<file path="src/rtl/piso_serializer.sv">
// Parallel-in, serial-out transmitter: takes a WIDTH-bit word on a valid/ready handshake
// and shifts it out one bit per clock, optionally followed by an even-parity bit.
module piso_serializer #(
   parameter int unsigned WIDTH     = 8,
   parameter bit          MSB_FIRST = 1'b1,
   parameter bit          PAR_EN    = 1'b0
) (
   input  logic             clk,
   input  logic             rst,
   input  logic             load_valid,
   input  logic [WIDTH-1:0] load_data,
   output logic             load_ready,
   output logic             sout,
   output logic             sout_valid,
   output logic             frame_start,
   output logic             frame_done,
   output logic             busy
);

   localparam int unsigned FLEN  = WIDTH + (PAR_EN ? 1 : 0);
   localparam int unsigned CNT_W = (FLEN > 2) ? $clog2(FLEN) : 1;
   localparam logic [CNT_W-1:0] LAST_IDX = CNT_W'(FLEN - 1);
   localparam logic [CNT_W-1:0] PAR_IDX  = CNT_W'(WIDTH);

   typedef enum logic {
      IDLE  = 1'b0,
      SHIFT = 1'b1
   } state_t;

   state_t           state;
   logic [WIDTH-1:0] shift_reg;
   logic             par_bit;
   logic [CNT_W-1:0] bit_cnt;

   logic             in_shift;
   logic             last_bit;
   logic             accept;
   logic             data_bit;
   logic             par_sel;
   logic [WIDTH-1:0] shifted;

   assign in_shift   = (state == SHIFT);
   assign last_bit   = in_shift && (bit_cnt == LAST_IDX);
   assign load_ready = ~rst & (~in_shift | last_bit);
   assign accept     = load_valid & load_ready;

   // Output end of the register and the zero-filling shift toward it
   assign data_bit = MSB_FIRST ? shift_reg[WIDTH-1] : shift_reg[0];
   assign shifted  = MSB_FIRST ? {shift_reg[WIDTH-2:0], 1'b0}
                               : {1'b0, shift_reg[WIDTH-1:1]};
   assign par_sel  = PAR_EN && (bit_cnt == PAR_IDX);

   assign busy        = in_shift;
   assign sout_valid  = in_shift;
   assign frame_start = in_shift && (bit_cnt == '0);
   assign frame_done  = last_bit;
   assign sout        = in_shift & (par_sel ? par_bit : data_bit);

   // Frame sequencer; a word accepted on the last bit reloads without an idle gap
   always_ff @(posedge clk) begin
      if (rst) begin
         state     <= IDLE;
         shift_reg <= '0;
         par_bit   <= 1'b0;
         bit_cnt   <= '0;
      end else begin
         case (state)
            IDLE: begin
               if (accept) begin
                  shift_reg <= load_data;
                  par_bit   <= ^load_data;
                  bit_cnt   <= '0;
                  state     <= SHIFT;
               end
            end
            SHIFT: begin
               if (!last_bit) begin
                  bit_cnt   <= bit_cnt + CNT_W'(1);
                  shift_reg <= shifted;
               end else if (accept) begin
                  shift_reg <= load_data;
                  par_bit   <= ^load_data;
                  bit_cnt   <= '0;
               end else begin
                  state <= IDLE;
               end
            end
            default: state <= IDLE;
         endcase
      end
   end

endmodule

</file>
<file path="config.mk">
export PLATFORM = sky130hd
export DESIGN_NAME = piso_serializer
export DESIGN_NICKNAME = d
export VERILOG_FILES = /design/src/rtl/piso_serializer.sv
export SDC_FILE = /design/constraint.sdc
export NUM_CORES = 1
export LEC_CHECK = 0
export BUFFER_PORTS_ARGS = -buffer_cell sky130_fd_sc_hd__buf_2
export CORE_AREA = 5 5 42 44
export CTS_CLUSTER_DIAMETER = 200
export DETAILED_ROUTE_END_ITERATION = 6
export DIE_AREA = 0 0 47 49
export PLACE_DENSITY = 0.69
export REMOVE_ABC_BUFFERS = 1
export SYNTH_ARGS = -nofsm -noshare
export SYNTH_HDL_FRONTEND = slang
export SYNTH_SLANG_ARGS = --single-unit
</file>
<file path="constraint.sdc">
create_clock -name clk -period 1.6 [get_ports clk]
set_input_delay 0.16 -clock clk [delete_from_list [all_inputs] [get_ports clk]]
set_output_delay 0.16 -clock clk [all_outputs]
set_load 0.02 [all_outputs]
</file>
Word-level counts from Yosys, hierarchy flattened
Index checks and enable logic that the tools add are counted.
{ "word_totals": {"ff_bits": 12, "latch_bits": 0, "ram_bits": 0, "romBits": 0, "wordCells": 23, "mem_count": 0} }
{ "classes": {"n_addsub": 1, "n_mul": 0, "n_div": 0, "order_cmp": 0, "n_eq_ne": 1, "n_shift": 0, "muxes": 9, "n_bitwise": 6, "n_reduce_logical": 3} }
{ "ops": {"columns": ["op", "n"], "rows": [
  ["two-way mux 8 bit", 2],
  ["one-hot mux 8 bit (2 select lines)", 1],
  ["two-way mux 3 bit", 2],
  ["one-hot mux 3 bit (2 select lines)", 1],
  ["adder 3 x 1 -> 3 bit (second input constant)", 1],
  ["bitwise AND 1 bit", 3],
  ["equality test 3 bit (second input constant)", 1],
  ["logical NOT 3 bit", 1],
  ["logical AND 1 bit", 2],
  ["two-way mux 1 bit", 2],
  ["NOT 1 bit", 2],
  ["one-hot mux 1 bit (2 select lines)", 1],
  ["OR 1 bit", 1]
]} }

Depth between registers and ports, before layout
Gate-level depths: netlist of the first run.
{ "depth": {"depth_word": 8, "depth_mapped": 6, "ltp_nobuf": 5} }

Least setup slack after synthesis of the first run
No wires, ideal clock.
{ "synth_path": {"path_kind": "reg2reg", "from": "reg bit_cnt[0]", "to": "reg bit_cnt[2]", "setup_time_ns": 0.132, "t_arrival_ns": 1.229, "t_required_ns": 1.468, "path_slack_ns": 0.238, "path_stages_with_launch": 7, "synth_period_minus_slack_ns": 1.362, "cell_sequence": "dfxtp_1 -> ha_1 -> ha_1 -> nand2b_2 -> buf_4 -> nand3b_1 -> a21oi_1"} }
{ "synth_between": {"elab_chain_cells": 8, "elab_cells_between_ends": 9, "cone_classes": "1 x add/sub; 1 x eq/ne; 3 x mux; 3 x bitwise; 1 x reduce/logical"} }
{ "synth_rtl": {"columns": ["item", "line_no", "rtl"], "rows": [
  ["from (decl)", "33", "logic [CNT_W-1:0] bit_cnt;"],
  ["from (signal assigned)", "78", "bit_cnt <= bit_cnt + CNT_W'(1);"],
  ["equality test 3 bit", "43", "assign last_bit = in_shift && (bit_cnt == LAST_IDX);"],
  ["logical AND 1 bit", "43", null],
  ["OR 1 bit", "44", "assign load_ready = ~rst & (~in_shift | last_bit);"],
  ["bitwise AND 1 bit", "44", null],
  ["bitwise AND 1 bit", "45", "assign accept = load_valid & load_ready;"],
  ["two-way mux 3 bit", null, null],
  ["two-way mux 3 bit", "77", "if (!last_bit) begin"],
  ["one-hot mux 3 bit (2 select lines) *", "67", "case (state)"]
]} }
Every way passes the cells marked *; elsewhere a longest branch is shown, timed or not.
A chain may end at the register's enable or synchronous reset.

Worst setup path after layout of the first run
{ "layout_path": {"from": "reg bit_cnt[0]", "to": "out load_ready"} }
{ "layout_between": {"elab_chain_cells": 4} }
{ "layout_rtl": {"columns": ["item", "line_no", "rtl"], "rows": [
  ["equality test 3 bit", "43", null],
  ["logical AND 1 bit", "43", null],
  ["OR 1 bit", "44", null],
  ["bitwise AND 1 bit", "44", null],
  ["to (decl)", "12", "output logic load_ready,"]
]} }
Every way passes these cells.

==> results by group, run 1 <==
Min path
  – Hold EP: shift_reg[0]
  – Hold Startpoint: load_data[0]
  – Worst Hold Depth: 3
  – Hold Path Class: in -> reg

Logic synthesis
  – Post-synth cell types: 19
  – Post-synthesis xor/xnor area fraction: 0%
  – Post-synth EDFFs: 0
  – YS warnings: 0
  – Post-synth ARST share: 0%
  – Post-Synth Simple-Gate Area: 19.9%
  – Synthesized flop and latch total: 12
  – Synth Area in Adders: 6.42%
  – Syn_area_per_cell: about 9.3 um^2
  – Post-synthesis compound-gate area fraction: a little under an eighth
  – Synth top area share: 41.1%
  – Dominant cells by area after synthesis: dfxtp_1, mux2i_1, a211oi_1, nor2_1, ha_1
  – Main combinational cell family by area after synthesis: simple AND/OR/NAND/NOR gates
  – Sequential area share after synthesis: around two fifths
  – Synth Flop Type: dfxtp_1
  – Mux contribution to synthesized area: 13.7%
  – Yosys top cell by area: dfxtp_1
  – Post-Synthesis Cells: 63
  – Post-Syn Area: about 600 um^2

Floorplanning
  – Die Y: approximately 49 um
  – Die Wd: approximately 47 um
  – Initial Utilization: between 40% and 50%
  – Top Ports: 17
  – Site Rows: 14
  – Die area: 2300 um^2
  – Core Box Area: 1400 um^2

Clock tree
  – Htree depth: 1
  – CTS sink count: 12
  – Longest Clk Path Bufs: 2
  – CTS tree: done
  – Clk pin slew, worst setup/hold paths: 70 ps
  – Root Driver: clkbuf_4
  – Post-cts gate resize count: 0
  – Setup Fix Bufs, Post-CTS: 1
  – Num CTS Buffers: 3
  – Worst-skew pair later-pin latency: roughly 260 ps
  – Hold_buf cts: 0

STA
  – Min cycle time layout: between 1500 and 2000 ps
  – Worst Max-Slew Pin Slew: 295 ps
  – Fmax achieved: roughly 660 MHz
  – Slew Viols, Final: 0
  – Clock skew: 2.24 ps
  – RSZ-0062 raised after global routing: false
  – Fin. Hold Viols: 0
  – Fin crit share: between 90% and 100%
  – Total negative setup slack: 0 ps
  – Setup violators final: 0
  – Rel. slew slack: 80.3%

Global route
  – Overflow after GRT: 0
  – Vias in the first global route: approximately 450
  – First-pass GRT wire length: 1.88 mm
  – Pin count of the biggest net entering global routing: 16
  – Total track usage: 11.0%
  – Initial antenna violation count: 0

Worst setup path
  – Reg2Reg Launch Point: bit_cnt[0]
  – End of the worst register-to-register path: bit_cnt[1]
  – Crit path DAT: roughly 1400 ps
  – Setup crit start kind: flop
  – Crit-path max FO: 3
  – Flop2flop setup slack: about 160 ps
  – WS Path Type: reg -> out
  – Setup crit end kind: primary output
  – CP required: between 1000 and 1500 ps
  – Cells on worst reg2reg path: 6

Run status
  – Run status: finished clean

Route
  – # DRC: 0
  – Detail Route Antenna Nets: 0
  – Avg WL per Cell: 11.5 um
  – Vias per std cell: ~4.9
  – WL final: about 1.1 mm
  – Pre-antenna DRT Iters: 4
  – Drt initial violations: 12
  – Vias after detailed routing: 463

Layout
  – Share of post-route cells with drive strength above 1: between 30% and 40%
  – Area Overhead vs Synth: 18.6%
  – Final-stage net count: 94
  – Max FFs per register: 8
  – Most frequent cells in the layout: buf_2, dfxtp_1, nor2_1
  – N_diodes: 0
  – Commonest non-fill, non-tap cell in the layout: buf_2

Run
  – Max Cap Viol: 0

Pwr
  – Lkg Pwr: around 0.33 nW
  – Cell Pwr Density: around 960 nW/um^2
  – IR drop worst, VDD: 633 uV
  – Design Power: between 0.6 and 0.7 mW

Placed design
  – Post-DP HPWL: between 700 and 800 um
  – # port buffers: 16
  – Routability cong.: ~0.69
==> cell type report <==
type	count	area, um^2
fill	143	708
multi-input combinational	44	302
sequential	12	240
timing repair buffer	17	87.6
clock buffer	4	36.3
tap	16	20.0
inverter	2	7.51
==> metal layers <==
| metal | vias up | GRT usage, % | share of wire [%] | wire [um] |
|---|---|---|---|---|
| met5 | - | 0 | 0 | 0 |
| met4 | 0 | 5.53 | 0.55 | 6 |
| met3 | 2 | 2.21 | 7.3 | 80 |
| met2 | 16 | 14.9 | 41 | 452 |
| met1 | 195 | 15.8 | 51 | 552 |
| li1 | 250 | - | - | - |
==> cell families after synthesis <==
kind of cell               count (synthesis)
and+or+nand+nor                           23
buffers and inverters                      7
adders and majority gates                  3
AOI/OAI and AO/OA                         10
muxes                                      8
DFF                                       12
==> worst max path at each step <==
stage                     startpoint  cells after the start           end
after floorplan           bit_cnt[0]                      5    bit_cnt[2]
after global placement    bit_cnt[0]                      4  shift_reg[1]
after detailed placement  bit_cnt[0]                      4  shift_reg[5]
after CTS                 bit_cnt[0]                      5    load_ready
after global routing      bit_cnt[0]                      5    load_ready
final                     bit_cnt[0]                      5    load_ready
==> critical path, cell delays in order, from the launching register on <==
cell     delay [ps]
dfxtp_1         330
ha_1            200
ha_1            230
nor2b_4         140
nor2_1           50
buf_2           160
==> synthesized netlist by cell type (2+ instances only) <==
library cell,number
a211oi_1,7
a21oi_1,3
and2_1,2
buf_4,2
dfxtp_1,12
ha_1,3
mux2i_1,8
nand2_1,4
nor2_1,11
or3_1,2
==> per-stage QoR <==
| stage | utilization, % | cell area (um^2) | setup slack [ps] | std cells | hold slack (ps) |
|---|---|---|---|---|---|
| 6_report | 49.5 | 693 | 75.9 | 95 | 189 |
| 5_1_grt | 49.5 | 693 | 5.19 | 95 | 200 |
| 4_1_cts | 49.5 | 693 | 56.1 | 95 | 184 |
| 3_5_place_dp | 46.3 | 649 | 181 | 90 | 466 |
| 3_3_place_gp | 46.3 | 649 | 233 | 90 | 455 |
| 2_1_floorplan | - | 549 | 304 | 58 | 229 |
==> power breakdown <==
| group | internal [mW] | leakage (nW) | switching [mW] |
|---|---|---|---|
| clock network | 0.138 | 0.0210 | 0.0940 |
| registers | 0.320 | 0.0991 | 0.0128 |
| logic | 0.0458 | 0.214 | 0.0575 |
| total | 0.504 | 0.334 | 0.164 |
Power figures use the tool's default switching activity.
==> inputs of run 2 (changes only) <==
==> config.mk (replaced) <==
export PLATFORM = sky130hd
export DESIGN_NAME = piso_serializer
export DESIGN_NICKNAME = d
export VERILOG_FILES = /design/src/rtl/piso_serializer.sv
export SDC_FILE = /design/constraint.sdc
export NUM_CORES = 1
export LEC_CHECK = 0
export ABC_CLOCK_PERIOD_IN_PS = 1600
export BUFFER_PORTS_ARGS = -buffer_cell sky130_fd_sc_hd__buf_2
export CORE_AREA = 2 2 39 41
export CTS_CLUSTER_DIAMETER = 200
export DETAILED_ROUTE_END_ITERATION = 6
export DIE_AREA = 0 0 41 43
export PLACE_DENSITY = 0.69
export SYNTH_ARGS = -nofsm -noshare
export SYNTH_HDL_FRONTEND = slang
export SYNTH_SLANG_ARGS = --single-unit
==> run 2 against run 1 <==
Net effect:
- via count increased by 3.2%
- wire length decreased by 4.8%
- maximum frequency increased by 1.3%
- core utilization increased by 0.63 points
- largest cell class unchanged
==> results by group, run 2 (synthesis results as in run 1) <==
Worst setup path
  – End of the worst register-to-register path: bit_cnt[1] (unchanged)
  – CP required: 1440 ps (about the same)
  – CP startpoint: bit_cnt[0] (unchanged)
  – Cell Chain, Critical Path: ha_1, ha_1, nor2b_4, nor2_1, buf_2 (unchanged)
  – Slowest CP cell: dfxtp_1 (unchanged)
  – CP peak stage delay: 320 ps (was 330 ps)
  – End of the critical path: load_ready (unchanged)
  – Most used cell along the critical path: ha_1 (unchanged)
  – Crit path DAT: 1340 ps (was 1360 ps)
  – Crit-path max FO: 3 (unchanged)
  – Reg2Reg Launch Point: bit_cnt[0] (unchanged)
  – Flop2flop setup slack: 180 ps (was 160 ps)
  – Setup crit end kind: primary output (unchanged)
  – WS Path Type: reg -> out (unchanged)
  – Setup crit start kind: flop (unchanged)
  – Cells on worst reg2reg path: 6 (unchanged)

Route
  – Drt initial violations: 7 (was 12)
  – Detail Route Antenna Nets: 0 (unchanged)
  – Vias after detailed routing: 478 (was 463)
  – Max Used Layer: met4 (unchanged)
  – Routed wl met3: 44 um (was 80 um)
  – Pre-antenna DRT Iters: 2 (was 4)
  – Met1 Routed Length: 482 um (was 552 um)
  – Vias per std cell: 5.03 (was 4.87)
  – Avg WL per Cell: 10.9 um (was 11.5 um)
  – # DRC: 0 (unchanged)
  – Met2 WL: 497 um (was 452 um)
  – WL final: 1.04 mm (was 1.09 mm)

STA
  – Worst Max-Slew Pin Slew: 292 ps (was 295 ps)
  – Min cycle time layout: 1500 ps (was 1520 ps)
  – Setup violators final: 0 (unchanged)
  – RSZ-0062 raised after global routing: false (unchanged)
  – Total negative setup slack: 0 ps (unchanged)
  – Fmax achieved: 665 MHz (was 656 MHz)
  – Fin crit share: 94.0% (was 95.3%)
  – Rel. slew slack: 80.5% (was 80.3%)
  – Slew Viols, Final: 0 (unchanged)
  – Fin. Hold Viols: 0 (unchanged)
  – Clock skew: 3.35 ps (was 2.24 ps)

Pwr
  – IR drop worst, VDD: 554 uV (was 633 uV)
  – Gate power share: 15.1% (was 15.5%)
  – Sw Pwr: 0.172 mW (was 0.164 mW)
  – Lkg Pwr: 0.334 nW (unchanged)
  – Flop pwr share: 49.2% (was 49.8%)
  – Switching Fraction: 25.4% (was 24.6%)
  – Clock power frac: 35.7% (was 34.7%)
  – Design Power: 0.675 mW (was 0.668 mW)
  – Internal Dissipation: 0.503 mW (was 0.504 mW)
  – Cell Pwr Density: 974 nW/um^2 (was 963 nW/um^2)

Layout
  – Final Non-Filler Cells: 95 (unchanged)
  – Share of post-route cells with drive strength above 1: 30.4% (unchanged)
  – FILL cells: 136 (was 143)
  – Max FFs per register: 8 (unchanged)
  – Commonest non-fill, non-tap cell in the layout: buf_2 (unchanged)
  – N_diodes: 0 (unchanged)
  – Area Overhead vs Synth: 18.6% (unchanged)
  – Final-stage net count: 94 (unchanged)
  – Final core utilization: 50.1% (was 49.5%)
  – Most frequent cells in the layout: buf_2, dfxtp_1, nor2_1 (unchanged)

Min path
  – Hold Path Class: in -> reg (unchanged)
  – Worst Hold Depth: 3 (unchanged)

Global route
  – Overflow after GRT: 0 (unchanged)
  – Total track usage: 14.8% (was 11.0%)
  – Pin count of the biggest net entering global routing: 16 (unchanged)
  – First-pass GRT wire length: 1.73 mm (was 1.88 mm)
  – Vias in the first global route: 437 (was 452)
  – Initial antenna violation count: 0 (unchanged)

Clock tree
  – Root Driver: clkbuf_4 (unchanged)
  – Setup Fix Bufs, Post-CTS: 1 (unchanged)
  – Worst-skew pair later-pin latency: 270 ps (was 260 ps)
  – CTS sink count: 12 (unchanged)
  – Longest Clk Path Bufs: 2 (unchanged)
  – Clk pin slew, worst setup/hold paths: 80 ps (was 70 ps)
  – Htree depth: 1 (unchanged)
  – Post-cts gate resize count: 0 (unchanged)
  – Hold_buf cts: 0 (unchanged)
  – CTS tree: done (unchanged)
  – Num CTS Buffers: 3 (unchanged)

Logic synthesis
  – Syn_nets: 77

Run
  – Max Cap Viol: 0 (unchanged)

Floorplanning
  – Top Ports: 17 (unchanged)
  – Initial Utilization: 42.2% (was 41.7%)
  – Core Box Area: 1380 um^2 (was 1400 um^2)
  – Site Rows: 14 (unchanged)
  – Die Y: 43 um (was 49 um)
  – Die Wd: 41 um (was 47 um)
  – Die area: 1760 um^2 (was 2300 um^2)

Run status
  – Run status: finished clean (unchanged)

Placed design
  – Placed instance count: 90 (unchanged)
  – # port buffers: 16 (unchanged)
  – Routability cong.: 0.656 (was 0.688)
  – Post-DP HPWL: 734 um (was 798 um)
run 2: cell counts in the layout (fill, tap and decap cells not counted):
No cell type changed its count.
run 2: layout make-up:
class                      instances  area [um^2]  share of cell area (%)
clock buffer                       4         36.3                    5.23
inverter                           2         7.51                    1.08
multi-input combinational         44          302                    43.5
sequential                        12          240                    34.7
tap                               16         20.0                    2.89
timing repair buffer              17         87.6                    12.6
run 2: worst max-delay path: cells and delay by family (launching register included):
family	cells	cell delay (ps)
buffers and inverters	1	160
flip-flops	1	320
AND/OR/NAND/NOR	2	170
adder cells (fa/ha/maj)	2	420
run 2: worst min path at each step:
stage	end	start	slack, ps
2_1_floorplan	shift_reg[1]	rst	230
3_3_place_gp	shift_reg[0]	load_data[0]	460
3_5_place_dp	shift_reg[0]	load_data[0]	480
4_1_cts	shift_reg[0]	load_data[0]	190
5_1_grt	bit_cnt[0]	rst	240
6_report	shift_reg[0]	load_data[0]	190
run 2: power by group through the flow:
stage | Clock [mW] | Sequential, mW | Combinational (mW)
floorplan | 0 | 0.339 | 0.0766
global placement | 0 | 0.339 | 0.0972
detailed placement | 0 | 0.340 | 0.0997
CTS | 0.244 | 0.333 | 0.103
global route | 0.255 | 0.335 | 0.115
finish | 0.241 | 0.332 | 0.102
run 2: layer usage:
layer	vias up	GRT usage [%]
li1	249	-
met1	217	17.2
met2	10	22.8
met3	2	3.14
met4	0	10.0
met5	-	0
run 2: stage by stage:
| step | cell area, um^2 | hold slack, ps | setup slack (ps) |
|---|---|---|---|
| after floorplan | 584 | 233 | 238 |
| after global placement | 649 | 459 | 245 |
| after detailed placement | 649 | 477 | 179 |
| after CTS | 693 | 194 | 78.3 |
| after global routing | 693 | 238 | 7.54 |
| final | 693 | 187 | 95.5 |
==> inputs of run 3 (changes only) <==
--- a/config.mk
+++ b/config.mk
@@ -11,7 +11,8 @@
 export CTS_CLUSTER_DIAMETER = 200
 export DETAILED_ROUTE_END_ITERATION = 6
 export DIE_AREA = 0 0 41 43
-export PLACE_DENSITY = 0.69
+export PLACE_DENSITY = 0.72
+export SKIP_CTS_REPAIR_TIMING = 1
 export SYNTH_ARGS = -nofsm -noshare
 export SYNTH_HDL_FRONTEND = slang
 export SYNTH_SLANG_ARGS = --single-unit
==> run 3 against run 2 <==
Net effect:
- sequential power barely moved
- die area did not move
- critical path depth did not move
- worst hold slack barely moved
- register-to-register slack improved by 20 ps
- cell area fell by 0.54%
- via count rose by 3.3%
- clock skew rose by 1.1 ps
- flip-flop and latch count did not move
- final cell count did not move
==> results by group, run 3 (synthesis results as in run 1) <==
Global route
  – GR peak layer: met2 (unchanged)
  – Met1 usage: 19.2% (was 17.2%)
  – Vias in the first global route: 418 (was 437)
  – M3 GR Usage: 1.57% (was 3.14%)
  – Initial antenna violation count: 0 (unchanged)
  – Overflow after GRT: 0 (unchanged)
  – Pin count of the biggest net entering global routing: 16 (unchanged)
  – First-pass GRT wire length: 1.75 mm (was 1.73 mm)
  – Total track usage: 14.9% (was 14.8%)
  – M2 GR Usage: 20.3% (was 22.8%)

Route
  – Vias per std cell: 5.20 (was 5.03)
  – # DRC: 0 (unchanged)
  – Drt initial violations: 3 (was 7)
  – Pre-antenna DRT Iters: 4 (was 2)
  – Avg WL per Cell: 11.3 um (was 10.9 um)
  – Vias after detailed routing: 494 (was 478)
  – WL final: 1.08 mm (was 1.04 mm)
  – Detail Route Antenna Nets: 0 (unchanged)

Worst setup path
  – Crit-path max FO: 5 (was 3)
  – Cell Chain, Critical Path: ha_1, ha_2, nor2b_4, nor2_1, buf_2 (was ha_1, ha_1, nor2b_4, nor2_1, buf_2)
  – Cells on worst reg2reg path: 6 (unchanged)
  – Setup crit end kind: primary output (unchanged)
  – Slowest CP cell: dfxtp_1 (unchanged)
  – Crit path DAT: 1380 ps (was 1340 ps)
  – WS Path Type: reg -> out (unchanged)
  – CP required: 1440 ps (about the same)
  – Setup crit start kind: flop (unchanged)
  – CP peak stage delay: 330 ps (was 320 ps)

Floorplanning
  – Die Y: 43 um (unchanged)
  – Core Box Area: 1380 um^2 (unchanged)
  – Die area: 1760 um^2 (unchanged)
  – Die Wd: 41 um (unchanged)
  – Initial Utilization: 42.2% (unchanged)
  – Top Ports: 17 (unchanged)
  – Site Rows: 14 (unchanged)

Placed design
  – Cell Area, Placed: 649 um^2 (unchanged)
  – Post-DP HPWL: 740 um (was 734 um)
  – Routability cong.: 0.691 (was 0.656)
  – Placed instance count: 90 (unchanged)
  – # port buffers: 16 (unchanged)

STA
  – Total negative setup slack: 0 ps (unchanged)
  – Setup violators final: 0 (unchanged)
  – Worst Max-Slew Pin Slew: 296 ps (was 292 ps)
  – Fin. Hold Viols: 0 (unchanged)
  – Clock skew: 4.45 ps (was 3.35 ps)
  – Fin Hold WS: 186 ps (was 187 ps)
  – Fmax achieved: 649 MHz (was 665 MHz)
  – RSZ-0062 raised after global routing: false (unchanged)
  – Rel. slew slack: 80.3% (was 80.5%)
  – Min cycle time layout: 1540 ps (was 1500 ps)
  – Fin crit share: 96.3% (was 94.0%)
  – Slew Viols, Final: 0 (unchanged)

Clock tree
  – CTS sink count: 12 (unchanged)
  – Root Driver: clkbuf_4 (unchanged)
  – CTS tree: done (unchanged)
  – Worst-skew pair later-pin latency: 270 ps (about the same)
  – Htree depth: 1 (unchanged)
  – Clk pin slew, worst setup/hold paths: 70 ps (was 80 ps)
  – Longest Clk Path Bufs: 2 (unchanged)
  – Num CTS Buffers: 3 (unchanged)

Run status
  – Run status: finished clean (unchanged)

Pwr
  – Lkg Pwr: 0.329 nW (was 0.334 nW)
  – IR drop worst, VDD: 394 uV (was 554 uV)
  – Cell Pwr Density: 905 nW/um^2 (was 974 nW/um^2)

Logic synthesis
  – Syn_nets: 77 (unchanged)

Layout
  – Area Overhead vs Synth: 18.0% (was 18.6%)
  – Share of post-route cells with drive strength above 1: 31.6% (was 30.4%)
  – Final Non-Filler Cells: 95 (unchanged)
  – Max FFs per register: 8 (unchanged)
  – Final Cell Area: 689 um^2 (was 693 um^2)
  – Final-stage net count: 95 (was 94)
  – N_diodes: 0 (unchanged)
  – Commonest non-fill, non-tap cell in the layout: buf_2 (unchanged)
  – Most frequent cells in the layout: buf_2, dfxtp_1, nor2_1 (unchanged)
  – Final core utilization: 49.8% (was 50.1%)

Run
  – Max Cap Viol: 0 (unchanged)

Min path
  – Worst Hold Depth: 3 (unchanged)
  – Hold Path Class: in -> reg (unchanged)
-- run 3: cell types whose count changed in the layout (fill, tap and decap cells not counted) --
cell	delta
buf_4	+1
clkbuf_8	-1
ha_1	-1
ha_2	+1
-- run 3: path summary, 6_finish.rpt --
path	start	endpoint	slack, ps
max	bit_cnt[0]	load_ready	60
min	load_data[0]	shift_reg[0]	190
max reg2reg	bit_cnt[0]	bit_cnt[1]	200
min reg2reg	shift_reg[5]	shift_reg[6]	500
-- run 3: final cells by class --
type | instances | area, um^2
multi-input cells | 44 | 304
repair buffers | 18 | 95.1
clock buffers | 3 | 22.5
fillers | 133 | 694
flip-flops and latches | 12 | 240
inverters | 2 | 7.51
well taps | 16 | 20.0
-- run 3: metrics by stage --
stage	total power [mW]	setup slack, ps
3_5_place_dp	0.438	200
3_3_place_gp	0.436	246
6_report	0.624	59.3
5_1_grt	0.656	12.2
4_1_cts	0.622	-17.4
2_1_floorplan	0.415	238
-- run 3: critical path: cells and delay by family (launching register included) --
family                     cells  cell delay, ps
adders and majority gates      2             390
and+or+nand+nor                2             220
DFF                            1             330
buffers and inverters          1             160
-- run 3: per-layer routing --
metal | wire [um] | up-vias
li1 | - | 250
met3 | 47 | 4
met5 | 0 | -
met1 | 501 | 225
met4 | 38 | 0
met2 | 488 | 15
-- run 3: where the power goes --
| part | switching, mW | internal, mW | total, mW |
|---|---|---|---|
| logic | 0.0568 | 0.0476 | 0.104 |
| registers | 0.0130 | 0.320 | 0.333 |
| clock network | 0.0994 | 0.0872 | 0.187 |
| total | 0.169 | 0.454 | 0.624 |
